`config.mk`:
```
export PLATFORM = sky130hd
export DESIGN_NAME = turn_input_ctrl
export DESIGN_NICKNAME = d
export VERILOG_FILES = /design/src/rtl/turn_input_ctrl.sv
export SDC_FILE = /design/constraint.sdc
export NUM_CORES = 1
export LEC_CHECK = 0
export ABC_CLOCK_PERIOD_IN_PS = 1900
export BUFFER_PORTS_ARGS = -buffer_cell sky130_fd_sc_hd__buf_2
export CORE_AREA = 10 10 110 63
export DETAILED_ROUTE_END_ITERATION = 12
export DIE_AREA = 0 0 120 73
export GPL_TIMING_DRIVEN = 0
export PLACE_DENSITY_LB_ADDON = 0.12
export SETUP_SLACK_MARGIN = 0.2
export SLEW_MARGIN = 15
export SYNTH_ARGS = -nofsm -noshare
export SYNTH_HDL_FRONTEND = slang
export SYNTH_SLANG_ARGS = --single-unit
```
`constraint.sdc`:
```
create_clock -name clk -period 1.9 [get_ports clk]
set_clock_uncertainty 0.05 [all_clocks]
set_input_delay 0.38 -clock clk [delete_from_list [all_inputs] [get_ports clk]]
set_output_delay 0.38 -clock clk [all_outputs]
set_load 0.05 [all_outputs]
```
`src/rtl/turn_input_ctrl.sv`:
```
// Turn-button front end: per-button synchronizer + debouncer, and a
// single pending-turn register consumed by the game-step tick.

// One button path: 2-flop synchronizer, debounced level, run counter.
module turn_input_ctrl_deb #(
   parameter int DEB_CYCLES = 1000000,
   parameter int CNT_W      = 20
) (
   input  logic clk,
   input  logic rst_n,
   input  logic raw,      // asynchronous, 0 = pressed
   output logic db,       // debounced, 1 = pressed
   output logic press     // db rises on this edge
);
   localparam logic [CNT_W-1:0] LAST = CNT_W'(DEB_CYCLES - 1);

   logic             s1, s2;
   logic [CNT_W-1:0] cnt;
   logic             differ, expire;

   // The synchronized level is active-low; compare it in pressed polarity.
   assign differ = (~s2) != db;
   assign expire = differ && (cnt == LAST);
   assign press  = expire && !db;

   // Synchronize, then flip db only after DEB_CYCLES consecutive differing samples.
   always_ff @(posedge clk or negedge rst_n) begin
      if (!rst_n) begin
         s1  <= 1'b1;
         s2  <= 1'b1;
         db  <= 1'b0;
         cnt <= '0;
      end else begin
         s1 <= raw;
         s2 <= s1;
         if (!differ) begin
            cnt <= '0;
         end else if (expire) begin
            cnt <= '0;
            db  <= ~db;
         end else begin
            cnt <= cnt + 1'b1;
         end
      end
   end
endmodule

module turn_input_ctrl #(
   parameter int DEB_CYCLES = 1000000,
   parameter int CNT_W      = 20
) (
   input  logic clk,
   input  logic rst_n,
   input  logic btL,
   input  logic btR,
   input  logic tick,
   output logic turn_left,
   output logic turn_right,
   output logic held_l,
   output logic held_r,
   output logic overrun
);
   typedef enum logic [1:0] {
      NONE  = 2'd0,
      LEFT  = 2'd1,
      RIGHT = 2'd2
   } state_t;

   // Index 0 = left, 1 = right.
   logic [1:0] raw, db, press;
   state_t     state, state_n;
   logic       ovr_n;

   assign raw = {btR, btL};

   genvar gi;
   generate
      for (gi = 0; gi < 2; gi++) begin : g_btn
         turn_input_ctrl_deb #(
            .DEB_CYCLES (DEB_CYCLES),
            .CNT_W      (CNT_W)
         ) u_deb (
            .clk   (clk),
            .rst_n (rst_n),
            .raw   (raw[gi]),
            .db    (db[gi]),
            .press (press[gi])
         );
      end
   endgenerate

   assign held_l     = db[0];
   assign held_r     = db[1];
   assign turn_left  = (state == LEFT);
   assign turn_right = (state == RIGHT);

   // Pending request and overwrite pulse register.
   always_ff @(posedge clk or negedge rst_n) begin
      if (!rst_n) begin
         state   <= NONE;
         overrun <= 1'b0;
      end else begin
         state   <= state_n;
         overrun <= ovr_n;
      end
   end

   // Press events beat tick; simultaneous presses cancel each other out.
   always_comb begin
      state_n = state;
      ovr_n   = 1'b0;
      if (press[0] && press[1]) begin
         state_n = state;
      end else if (press[0]) begin
         state_n = LEFT;
         ovr_n   = (state != NONE);
      end else if (press[1]) begin
         state_n = RIGHT;
         ovr_n   = (state != NONE);
      end else if (tick) begin
         state_n = NONE;
      end
   end
endmodule

```
==> impl_metrics.prom <==
# TYPE chip_impl_metric gauge
chip_impl_info{name="outcome",value="finished, violations left"} 1
chip_impl_info{name="violations_in_the_final_reports",value="setup timing"} 1
chip_impl_metric{name="crit_required",unit="ns"} 2.05
chip_impl_metric{name="antenna_violating_nets_post_route",unit=""} 0
chip_impl_info{name="most-common-layout-cells",value="sky130_fd_sc_hd__dfrtp_1 (40), sky130_fd_sc_hd__buf_4 (29), sky130_fd_sc_hd__xnor2_1 (26), sky130_fd_sc_hd__nor2_1 (26), sky130_fd_sc_hd__nand3_1 (14)"} 1
chip_impl_info{name="min_path_type",value="in -> async"} 1
chip_impl_metric{name="post_route_worst_setup_slack",unit="ns"} -0.218
chip_impl_metric{name="drtPass1Iterations",unit=""} 5
chip_impl_metric{name="grt_max_degree",unit=""} 50
chip_impl_metric{name="first_global_vias",unit=""} 1922
chip_impl_metric{name="synth.avg_cell_area",unit="um2"} 9.78
chip_impl_metric{name="port_buffers",unit=""} 9
chip_impl_metric{name="yosys_warnings",unit=""} 0
chip_impl_metric{name="pwr-share-clk",unit="%"} 40.1
chip_impl_metric{name="power.switching_fraction",unit="%"} 22.6
chip_impl_info{name="crit_path_frequent_cell",value="sky130_fd_sc_hd__buf_6"} 1
chip_impl_metric{name="vdd_ir_drop_max",unit="uV"} 356
chip_impl_metric{name="clock_insertion_delay_worst_skew",unit="ns"} 0.31
chip_impl_metric{name="dpl_worst_slack",unit="ns"} -0.337
chip_impl_metric{name="synth-edff-count",unit=""} 0
chip_impl_metric{name="layout-drive-gt1-share",unit="%"} 36.6
chip_impl_metric{name="gp_congestion",unit=""} 0.809
chip_impl_metric{name="comb_power_share",unit="%"} 5.5
chip_impl_metric{name="async_flop_share",unit="%"} 100
chip_impl_info{name="endpoint_kind",value="flop"} 1
chip_impl_metric{name="clockBufferDepth",unit=""} 2
chip_impl_metric{name="worst-r2r-cell-count",unit=""} 6
chip_impl_metric{name="clock_tree.htree_level_count",unit=""} 2
chip_impl_metric{name="die_area",unit="um2"} 8760
chip_impl_metric{name="layout_worst_path_cycle_share",unit="%"} 111
chip_impl_info{name="cts_tree",value="done"} 1
chip_impl_metric{name="initialDrtViolationCount",unit=""} 175
chip_impl_info{name="commonest_non_fill_non_tap_cell_in_the_layout",value="sky130_fd_sc_hd__dfrtp_1"} 1
chip_impl_metric{name="pin_count",unit=""} 10
chip_impl_metric{name="synth_compound_gate_area_share",unit="%"} 7.17
chip_impl_metric{name="initial_utilization",unit="%"} 47.0
chip_impl_metric{name="slowest_delay",unit="ns"} 0.53
chip_impl_metric{name="fin_nets",unit=""} 304
chip_impl_metric{name="vias_per_cell",unit=""} 5.57
chip_impl_metric{name="layout-area-overhead-vs-synth",unit="%"} 34.0
chip_impl_metric{name="num_rows",unit=""} 19
chip_impl_metric{name="cts_buffers",unit=""} 5
chip_impl_metric{name="synthAdderAreaFrac",unit="%"} 1.03
chip_impl_metric{name="ys_seq_area_share",unit="%"} 50.7
chip_impl_metric{name="finish.cell_count_without_fillers",unit=""} 371
chip_impl_info{name="rsz_0062_raised_after_global_routing",value="true"} 1
chip_impl_metric{name="num-fill-cells",unit=""} 417
chip_impl_metric{name="dr_total_vias",unit=""} 2066
chip_impl_metric{name="power_leakage",unit="nW"} 1.21
chip_impl_metric{name="cts.clk_slew.worst_paths",unit="ns"} 0.09
chip_impl_info{name="cp_cell_sequence",value="or4b_1 > or4_4 > buf_6 > o21ai_4 > buf_6 > nor2_1"} 1
chip_impl_metric{name="placedCellCount",unit=""} 330
chip_impl_metric{name="drt_wl_total",unit="um"} 6070
chip_impl_metric{name="critPathBufInv",unit=""} 2
chip_impl_metric{name="grt.overflow.total",unit=""} 0
chip_impl_info{name="critPathTopFamily",value="simple AND/OR/NAND/NOR gates"} 1
chip_impl_metric{name="core_area",unit="um2"} 5160
chip_impl_metric{name="path_depth",unit=""} 6
chip_impl_info{name="clock-root-buffer",value="sky130_fd_sc_hd__clkbuf_8"} 1
chip_impl_metric{name="grt_pass1_wl",unit="um"} 9830
chip_impl_metric{name="antenna_found_initial",unit=""} 0
chip_impl_metric{name="power_report.internal_total",unit="mW"} 1.53
chip_impl_metric{name="power.sequential.fraction",unit="%"} 54.5
chip_impl_metric{name="detailed_place_hpwl",unit="um"} 3640
chip_impl_metric{name="basic_gate_share_of_the_synthesized_area_counting_and_or_nand_and_nor_cells",unit="%"} 27.8
chip_impl_metric{name="syn-num-nets",unit=""} 255
chip_impl_metric{name="wire_per_inst",unit="um"} 16.4
chip_impl_metric{name="post_synthesis_cell_area",unit="um2"} 2430
chip_impl_metric{name="fin_crit",unit="ns"} 2.12
chip_impl_metric{name="timing_hold_violations_final",unit=""} 0
chip_impl_metric{name="slew-limit-headroom",unit="%"} 58.4
chip_impl_metric{name="grt_use_total",unit="%"} 13.8
chip_impl_metric{name="numClockSinks",unit=""} 49
chip_impl_metric{name="synth_cell_types",unit=""} 37
chip_impl_metric{name="postSynthCellCount",unit=""} 248
chip_impl_metric{name="cap_violations",unit=""} 0
chip_impl_metric{name="setup-violations-final",unit=""} 24
chip_impl_metric{name="synth_xor_area_share",unit="%"} 10.8
chip_impl_info{name="synth_top_family_by_area",value="simple AND/OR/NAND/NOR gates"} 1
chip_impl_metric{name="yosys_register_bits",unit=""} 49
chip_impl_metric{name="p_switching",unit="uW"} 448
chip_impl_metric{name="powerDensity",unit="nW/um2"} 609
chip_impl_info{name="category_of_the_worst_setup_path_launch_point",value="flop"} 1
chip_impl_metric{name="remaining_drc_errors",unit=""} 0
chip_impl_metric{name="actual_slew_at_the_worst_max_slew_pin",unit="ns"} 0.625
chip_impl_info{name="worstSetupPathType",value="reg -> reg"} 1
chip_impl_metric{name="synth.area.mux_share",unit="%"} 0
chip_impl_metric{name="final-max-slew-violation-count",unit=""} 0
chip_impl_info{name="ys_dominant_reg_cell",value="sky130_fd_sc_hd__dfrtp_1"} 1
chip_impl_metric{name="fmax",unit="MHz"} 472
chip_impl_info{name="critical-path-slowest-cell",value="sky130_fd_sc_hd__or4b_1"} 1
chip_impl_metric{name="worstPathMaxFanout",unit=""} 10
chip_impl_metric{name="worst_ep_arrival_time",unit="ns"} 2.27
chip_impl_metric{name="diodes",unit=""} 0
chip_impl_metric{name="vertical_die_dimension",unit="um"} 73
chip_impl_metric{name="die_width",unit="um"} 120
==> synthesized netlist by cell type (all sizes together) (4+ instances only) <==
cell / number / share of area [%]
dfstp: 4 / 4.3
dfrtp: 45 / 46
a21oi: 7 / 1.4
inv: 8 / 1.2
nor4: 11 / 3.5
or4: 5 / 1.5
buf: 4 / 1.0
o21ai: 11 / 2.4
nor2: 41 / 6.3
xnor2: 26 / 9.4
nand3: 17 / 3.5
or3: 7 / 1.8
o31ai: 4 / 1.2
or4b: 4 / 1.7
nor3: 8 / 1.7
xor2: 4 / 1.4
nand2: 13 / 2.0
nand4: 9 / 2.3
==> stage by stage <==
| step | power, mW | hold WS (ns) | TNS [ns] | area [um2] | util [%] |
|---|---|---|---|---|---|
| final | 1.98 | 0.0159 | -4.40 | 3250 | 63.0 |
| after global routing | 2.05 | 0.0713 | -5.84 | 3250 | 63.0 |
| after CTS | 1.98 | 0.109 | -3.69 | 3010 | 58.4 |
| after detailed placement | 1.17 | 0.299 | -7.12 | 2630 | 50.9 |
| after global placement | 1.17 | 0.296 | -7.32 | 2630 | 50.9 |
| after floorplan | 1.13 | 0.0344 | -1.08 | 2490 | - |
==> layer usage <==
metal / track usage (%) / routed length (um) / up-vias
met4: 3.19 / 50 / 0
met5: 0 / 0 / -
met1: 21.8 / 3290 / 1025
met3: 3.55 / 364 / 10
li1: - / - / 977
met2: 17.5 / 2360 / 54
==> timing repair <==
item / 4_1_cts / 5_1_grt
pin swaps: 23 / 21
gates resized for setup: 32 / 39
hold buffers: 0 / 0
gates cloned: 2 / 0
setup buffers: 20 / 11
setup endpoints to repair: 43 / 44
==> cell type report <==
| cell class | count | area, um2 | area share, % |
|---|---|---|---|
| multi-input cells | 186 | 1400 | 43.1 |
| flip-flops and latches | 49 | 1240 | 38.1 |
| repair buffers | 42 | 314 | 9.66 |
| well taps | 73 | 91.3 | 2.81 |
| clock buffers | 7 | 86.3 | 2.66 |
| plain buffers | 5 | 60.1 | 1.85 |
| clock inverters | 1 | 30.0 | 0.924 |
| inverters | 8 | 30.0 | 0.924 |
==> kinds of logic after synthesis <==
family	after synthesis
fa+ha+maj	2
flops	49
xor+xnor	30
simple gates	126
buf+inv	13
compound gates	28
==> registers in the layout, indices dropped and copies added (netlist names) <==
signal,cells
g_btn.u_deb.cnt,40
g_btn.u_deb.db,2
g_btn.u_deb.s1,2
g_btn.u_deb.s2,2
state,2
overrun,1
==> path summary, 6_finish.rpt <==
| kind | to | slack [ns] | start |
|---|---|---|---|
| worst max-delay path | g_btn[0].u_deb.cnt[10] | -0.22 | g_btn[0].u_deb.cnt[12] |
| worst min-delay path | g_btn[1].u_deb.cnt[18] | 0.02 | rst_n |
| worst max register to register | g_btn[0].u_deb.cnt[10] | -0.22 | g_btn[0].u_deb.cnt[12] |
| worst min register to register | g_btn[1].u_deb.s2 | 0.31 | g_btn[1].u_deb.s1 |
| max in group asynchronous | g_btn[1].u_deb.cnt[6] | 1.30 | rst_n |
| min in group clk | g_btn[0].u_deb.s1 | 0.11 | btL |
==> power groups by stage <==
stage	Combinational [mW]	Clock, mW	Sequential, mW
3_5_place_dp	0.0751	0	1.10
6_report	0.108	0.793	1.08
3_3_place_gp	0.0746	0	1.10
2_1_floorplan	0.0387	0	1.09
5_1_grt	0.122	0.852	1.08
4_1_cts	0.0972	0.804	1.08
(Power assumes the default switching activity.)
